--- src/rtl/wb_port_arbiter.sv ---
// Register-file write-port arbiter: pipeline writeback has priority over a
// 2-entry auxiliary result FIFO, with a starvation counter that forces a drain.
module wb_port_arbiter #(
  parameter int AW         = 5,
  parameter int DW         = 32,
  parameter int STARVE_MAX = 4
) (
  input  logic          clk,
  input  logic          rst,
  input  logic          pipe_we,
  input  logic [AW-1:0] pipe_waddr,
  input  logic [DW-1:0] pipe_wdata,
  input  logic          aux_valid,
  output logic          aux_ready,
  input  logic [AW-1:0] aux_waddr,
  input  logic [DW-1:0] aux_wdata,
  output logic          stall_req,
  output logic          rf_we,
  output logic [AW-1:0] rf_waddr,
  output logic [DW-1:0] rf_wdata
);

  localparam logic [3:0] STARVE_LAST = 4'(STARVE_MAX - 1);

  logic [AW-1:0] fifo_addr_q [2];
  logic [DW-1:0] fifo_data_q [2];

  logic          wr_ptr_q, wr_ptr_d;
  logic          rd_ptr_q, rd_ptr_d;
  logic [1:0]    count_q, count_d;
  logic [3:0]    starve_cnt_q, starve_cnt_d;
  logic          stall_req_q, stall_req_d;
  logic          rf_we_q, rf_we_d;
  logic [AW-1:0] rf_waddr_q, rf_waddr_d;
  logic [DW-1:0] rf_wdata_q, rf_wdata_d;

  logic          push;
  logic          fifo_nonempty;
  logic          grant_fifo;
  logic          grant_pipe;
  logic [AW-1:0] head_addr;
  logic [DW-1:0] head_data;

  // Acceptance depends only on the current occupancy, so a full FIFO refuses
  // a push even in a cycle where it pops.
  assign aux_ready     = !rst && (count_q < 2'd2);
  assign push          = aux_valid && aux_ready;
  assign fifo_nonempty = (count_q != 2'd0);
  assign head_addr     = fifo_addr_q[rd_ptr_q];
  assign head_data     = fifo_data_q[rd_ptr_q];

  // During a forced stall the pipe inputs are frozen by ctrl and must be ignored.
  assign grant_pipe = !stall_req_q && pipe_we;
  assign grant_fifo = fifo_nonempty && (stall_req_q || !pipe_we);

  // NOTE: every always_comb output gets a default first so no latch is inferred.
  always_comb begin
    wr_ptr_d     = wr_ptr_q;
    rd_ptr_d     = rd_ptr_q;
    count_d      = count_q;
    starve_cnt_d = 4'd0;
    stall_req_d  = 1'b0;
    rf_we_d      = 1'b0;
    rf_waddr_d   = rf_waddr_q;
    rf_wdata_d   = rf_wdata_q;

    if (push) begin
      wr_ptr_d = !wr_ptr_q;
    end
    if (grant_fifo) begin
      rd_ptr_d = !rd_ptr_q;
    end

    unique case ({push, grant_fifo})
      2'b10:   count_d = count_q + 2'd1;
      2'b01:   count_d = count_q - 2'd1;
      default: count_d = count_q;
    endcase

    // The head losing at the last allowed count requests a one-cycle stall;
    // the stall cycle always grants the head, so stalls never run back-to-back.
    if (fifo_nonempty && !grant_fifo) begin
      starve_cnt_d = (starve_cnt_q == 4'hF) ? starve_cnt_q : starve_cnt_q + 4'd1;
      stall_req_d  = (starve_cnt_q == STARVE_LAST);
    end

    if (grant_pipe) begin
      rf_waddr_d = pipe_waddr;
      rf_wdata_d = pipe_wdata;
      rf_we_d    = (pipe_waddr != '0);
    end else if (grant_fifo) begin
      rf_waddr_d = head_addr;
      rf_wdata_d = head_data;
      rf_we_d    = (head_addr != '0);
    end
  end

  // NOTE: FIFO storage has no reset; count_q alone decides which entries are valid.
  always_ff @(posedge clk) begin
    if (push) begin
      fifo_addr_q[wr_ptr_q] <= aux_waddr;
      fifo_data_q[wr_ptr_q] <= aux_wdata;
    end
  end

  // NOTE: sequential state uses non-blocking assignments only.
  always_ff @(posedge clk) begin
    if (rst) begin
      wr_ptr_q     <= 1'b0;
      rd_ptr_q     <= 1'b0;
      count_q      <= 2'd0;
      starve_cnt_q <= 4'd0;
      stall_req_q  <= 1'b0;
      rf_we_q      <= 1'b0;
      rf_waddr_q   <= '0;
      rf_wdata_q   <= '0;
    end else begin
      wr_ptr_q     <= wr_ptr_d;
      rd_ptr_q     <= rd_ptr_d;
      count_q      <= count_d;
      starve_cnt_q <= starve_cnt_d;
      stall_req_q  <= stall_req_d;
      rf_we_q      <= rf_we_d;
      rf_waddr_q   <= rf_waddr_d;
      rf_wdata_q   <= rf_wdata_d;
    end
  end

  assign stall_req = stall_req_q;
  assign rf_we     = rf_we_q;
  assign rf_waddr  = rf_waddr_q;
  assign rf_wdata  = rf_wdata_q;

endmodule

--- config.mk ---
export PLATFORM = sky130hd
export DESIGN_NAME = wb_port_arbiter
export DESIGN_NICKNAME = d
export VERILOG_FILES = /design/src/rtl/wb_port_arbiter.sv
export SDC_FILE = /design/constraint.sdc
export NUM_CORES = 1
export LEC_CHECK = 0
export ABC_AREA = 1
export CORE_MARGIN = 3
export CORE_UTILIZATION = 46
export CTS_BUF_LIST = sky130_fd_sc_hd__clkbuf_8
export DETAILED_ROUTE_END_ITERATION = 6
export GPL_ROUTABILITY_DRIVEN = 0
export HOLD_SLACK_MARGIN = 0.1
export MAX_ROUTING_LAYER = met4
export PLACE_DENSITY = 0.78
export REMOVE_ABC_BUFFERS = 1
export SYNTH_ARGS = -nofsm -noshare
export SYNTH_HDL_FRONTEND = slang
export SYNTH_SLANG_ARGS = --single-unit
--- constraint.sdc ---
create_clock -name clk -period 3.08 [get_ports clk]
set_clock_uncertainty 0.2 [all_clocks]
set_input_delay 0.308 -clock clk [delete_from_list [all_inputs] [get_ports clk]]
set_output_delay 0.308 -clock clk [all_outputs]
set_load 0.1 [all_outputs]
**Word level (Yosys, flattened, before mapping)**

Memory sizes are Yosys's and may differ from the RTL's. A register that Yosys moved wholly into a read port is not among the register bits.
Cells that the tools add are included.

- Input bits: 78
- Bits in registers: 47
- Output and inout port bits: 40
- Memory bits (writable): 74
- Word-level logic and storage cells: 50
- Memories: 2

Memories:

| memory | depth | bits a word | rd ports | clocked after Yosys merged registers in | wr ports | line | RTL |
|---|---|---|---|---|---|---|---|
| fifo_data_q | 2 | 32 | 1 | 1 | 1 | 26 | `logic [DW-1:0] fifo_data_q [2];` |
| fifo_addr_q | 2 | 5 | 1 | 1 | 1 | 25 | `logic [AW-1:0] fifo_addr_q [2];` |

- Bitwise gates (word level): 1
- Order comparisons: 1
- Multiplexer cells: 13
- Reduce and logical (&&, ||, !) cells: 18
- Add/sub/neg operators: 3
- Eq/ne operators: 4

Operators with widths:

| cell | number |
|---|---|
| $mux W32 | 2 |
| $mux W5 | 2 |
| $reduce_bool A5 Y1 | 2 |
| $mux W1 | 8 |
| $logic_not A1 Y1 | 6 |
| $reduce_bool A2 Y1 | 3 |
| $logic_and A1 B1 Y1 | 5 |
| $add A4 B1 Y4 const B | 1 |
| $eq A4 B2 Y1 const B | 1 |
| $eq A4 B4 Y1 const B | 1 |
| $pmux W2 S2 | 1 |
| $add A2 B1 Y2 const B | 1 |
| $eq A2 B1 Y1 const B | 1 |
| $eq A2 B2 Y1 const B | 1 |
| $lt A2 B2 Y1 const B | 1 |
| $reduce_or A2 Y1 | 1 |
| $sub A2 B1 Y2 const B | 1 |
| $logic_or A1 B1 Y1 | 1 |
| $not A1 Y1 | 1 |

**Depth between registers and ports, before layout**

- Depth in word-level cells: 7
- Depth in mapped cells: 9
- Depth with buffers taken out: 8

**Least setup slack after synthesis**

OpenSTA, ideal clock, no wires.

- Path kind: input port to flip-flop
- From: input port rst
- To: memory fifo_addr_q[1][0] (enable)
- Setup time: 0.433 ns
- Buffers on the path: 1
- Stages on the path: 4
- Path slack: -1.270 ns
- Required time: 2.447 ns
- Arrival: 3.717 ns
- Cells stage by stage: buf_2 nor2_1 nand2_1 nor2_1

- Cells in the longest elaborated chain, start to end: 5

Ends and longest elaborated chain:

| item | line | RTL |
|---|---|---|
| from (decl) | 9 | `input logic rst,` |
| $logic_not A1 Y1 | 46 | `assign aux_ready = !rst && (count_q < 2'd2);` |
| $logic_and A1 B1 Y1 | 46 |  |
| via aux_ready | 14 | `output logic aux_ready,` |
| $logic_and A1 B1 Y1 | 47 | `assign push = aux_valid && aux_ready;` |
| $mux W1 | 100 | `if (push) begin` |
| $mux W1 (implied by the code) | 101 | `fifo_addr_q[wr_ptr_q] <= aux_waddr;` |
| to (decl) | 25 |  |

The timed path passes the listed nets, and every way through them passes these cells.

**Final worst setup path**

- From: register count_q[0]
- To: register count_q[1]

- Cells in the longest elaborated chain, start to end: 5
- Elaborated cells between the ends (all ways): 11
- Classes of those cells: 2 x add/sub; 1 x order compare; 2 x eq/ne; 1 x mux; 5 x reduce/logical

Ends and longest elaborated chain:

| item | line | RTL |
|---|---|---|
| from (decl) | 30 | `logic [1:0] count_q, count_d;` |
| from (signal assigned) | 120 | `count_q <= count_d;` |
| $lt A2 B2 Y1 | 46 |  |
| $logic_and A1 B1 Y1 | 46 |  |
| $logic_and A1 B1 Y1 | 47 |  |
| $eq A2 B1 Y1 or $eq A2 B2 Y1 (tied branches) | 74 | `unique case ({push, grant_fifo})` |
| $pmux W2 S2 or $reduce_bool A2 Y1 (tied branches) | -- |  |

Several ways; a longest one is shown, not always the timed one.
A chain may end at the register's enable or synchronous reset.

==> impl_metrics.tcl <==
set metrics [dict create \
    synth_edf_count 74 \
    status "finished, final reports clean" \
    period_share_pct 63.0 \
    ys_seq_area_share_pct 66.8 \
    rsz0062_at_grt "no" \
    grt_pass1_vias 3381 \
    fin_hold_ws_ns 0.256 \
    drc 0 \
    routed-via-count 3486 \
    hold_buffers 0 \
    track_usage_pct 18.7 \
    antenna_cells 0 \
    io_pins 118 \
    fin_nets 633 \
    yosysMostFrequentCell "nand2_1" \
    tns_ns 0 \
    hp-class "reg2reg" \
    drtIter0Drc 145 \
    worst_pin_slew_ns 0.646 \
    leakagePower_nw 2.43 \
    slew_headroom_pct 56.8 \
    worstPathRequired_ns 3.18 \
    cts_setup_buffers 0 \
    hold_depth 1 \
    clk_latency_ns 0.40 \
    fp-row-count 36 \
    worstPathCellList "nor2_4 -> nor2_4 -> ha_1 -> xor2_1 -> nand2_1 -> xor2_1 -> nor2_1" \
    portBuffers 117 \
    crit_path_end_kind "flop" \
    critPathLaunchType "flop" \
    hpwl_um 6790 \
    die_x_um 108 \
    finalMaxSlewViolations 0 \
    cp.arrival_ns 2.04 \
    ir_drop_mv 0.429 \
    p_comb_share_pct 28.5 \
    drt-wirelength-per-cell_um 14.5 \
    cp-startpoint "count_q[0]" \
    die_area_um2 11600 \
    synth.area.top_cells "edfxtp_1, dfxtp_1, nand2_1, a31oi_1, o211ai_1" \
    clkPwrFrac_pct 28.2 \
    hold_viol 0 \
    synth_top_area_share_pct 46.6 \
    antenna_left 0 \
    cts_tree "built" \
    synth_cell_types 27 \
    first_pass_iters 4 \
    syn_to_final_growth_pct 31.6 \
    ys_async_sr_fraction_pct 0 \
    p_int_mw 2.94 \
    postSynthAreaPerCell_um2 11.0 \
    cts_buffer_depth 2 \
    worst_path_max_delay_cell "nor2_4" \
    swShare_pct 35.2 \
    cts_buffers 17 \
    rrSetupSlack_ns 1.14 \
    syn_inst 433 \
    vias_per_cell 4.99 \
    maxCapViolCount 0 \
    fmax_mhz 515 \
    grt_max_degree 40 \
    drive_gt1_share_pct 17.7 \
    post-route-min-period_ns 1.94 \
    grt_antenna_before_repair 0 \
    seqPwrFrac_pct 43.3 \
    place_ws_ns 0.768 \
    synth_area_um2 4770 \
    cp_max_fo 23 \
    crit_type "reg2reg" \
    slowest_delay_ns 0.45 \
    synthTopCellsByCount "nand2_1, edfxtp_1, dfxtp_1" \
    power.switching_mw 1.60 \
    coreArea_um2 9910 \
    cts_resized 0 \
    cts_num_sinks 122 \
    ys_seq_elements 122 \
    finalSetupViolations 0 \
    r2r_cells 7 \
    yosysTopAreaCell "edfxtp_1" \
    grt_pass1_wl_um 16400 \
    grt-ovfl-total 0 \
    cts_max_level 4 \
    synth-main-ff-cell "edfxtp_1" \
    r2r_start "count_q[0]" \
    die_y_um 108 \
    drt-total-wl_um 10200 \
    fin_ws_ns 1.14 \
    reg2reg_to "count_q[1]" \
    clkTransAtPathRegs_ns 0.07 \
    final_area_um2 6270 \
    initial_core_util_pct 48.1 \
    power_density_nw_per_um2 724 \
    crit_path_end "count_q[1]" \
    cts_root_buf "clkbuf_8" \
    dpl-instance-area_um2 5910 \
    yosys_warnings 0 \
]
[area by class of cell]
| cell class | instances | area, um^2 |
|---|---|---|
| clock inverter | 14 | 116 |
| timing repair buffer | 125 | 1140 |
| tap | 133 | 166 |
| clock buffer | 18 | 248 |
| inverter | 15 | 60.1 |
| multi-input combinational | 272 | 1360 |
| fill | 817 | 3640 |
| sequential | 122 | 3180 |
[through the flow]
step	power (mW)	util (%)	instances
3_3_place_gp	3.28	59.6	667
4_1_cts	4.58	63.3	699
3_5_place_dp	3.30	59.6	667
5_1_grt	4.74	63.3	699
6_report	4.54	63.3	699
2_1_floorplan	2.92	-	409
[power groups by stage]
stage	Clock, mW	Combinational, mW	Sequential [mW]
floorplan	0	0.358	2.56
global placement	0	1.28	2.00
detailed placement	0	1.30	2.00
CTS	1.31	1.30	1.97
global route	1.38	1.38	1.98
finish	1.28	1.29	1.97
[worst max-delay path, delay by kind of cell, from the launching register on]
kind | cells | cell delay, ns
xor+xnor | 2 | 0.28
fa+ha+maj | 1 | 0.27
simple gates | 4 | 0.66
flops | 1 | 0.43
[flip-flops by register name, summed over array words and instances, names as in the netlist, named ones only]
name,cells
count_q,2
starve_cnt_q,4
stall_req,1
rd_ptr_q,1
wr_ptr_q,1
rf_waddr,5
fifo_addr_q,10
rf_wdata,32
fifo_data_q,64
rf_we,1
[cell families (layout without fill, tap and decap cells)]
family          after synthesis  after routing  synth area share [%]
compound gates               85             85                  10.8
xor+xnor                      2              2                 0.368
fa+ha+maj                     2              2                 0.525
buf+inv                      39            172                  5.07
flops                       122            122                  66.8
simple gates                183            183                  16.5
[layer usage]
layer	wire length (um)	vias to the layer above	track usage, %
met4	106	0	6.40
met1	4350	1641	22.1
li1	-	1752	-
met5	0	-	-
met3	402	7	3.66
met2	5300	86	32.0
[cells in the final DEF (no fill, tap or decap), drive strengths merged, types with 3 or more instances in the layout]
master / n
nand2: 140
clkdlybuf4s50: 77
edfxtp: 74
dfxtp: 48
buf: 48
a31oi: 33
o21ai: 24
or2: 21
o211ai: 19
clkbuf: 18
inv: 18
nor2: 12
a21oi: 9
nand3: 7
clkinv: 7
nor3: 3
[worst min-delay path by stage]
stage | from | to | slack [ns]
global placement | rd_ptr_q | flop | 0.23
global route | aux_wdata[11] | fifo_data_q[0][11] | 0.26
floorplan | rst | rf_we | 0.18
detailed placement | rd_ptr_q | flop | 0.25
finish | rd_ptr_q | flop | 0.26
CTS | rd_ptr_q | flop | 0.25
No activity file was read; power rests on OpenSTA's default activity.
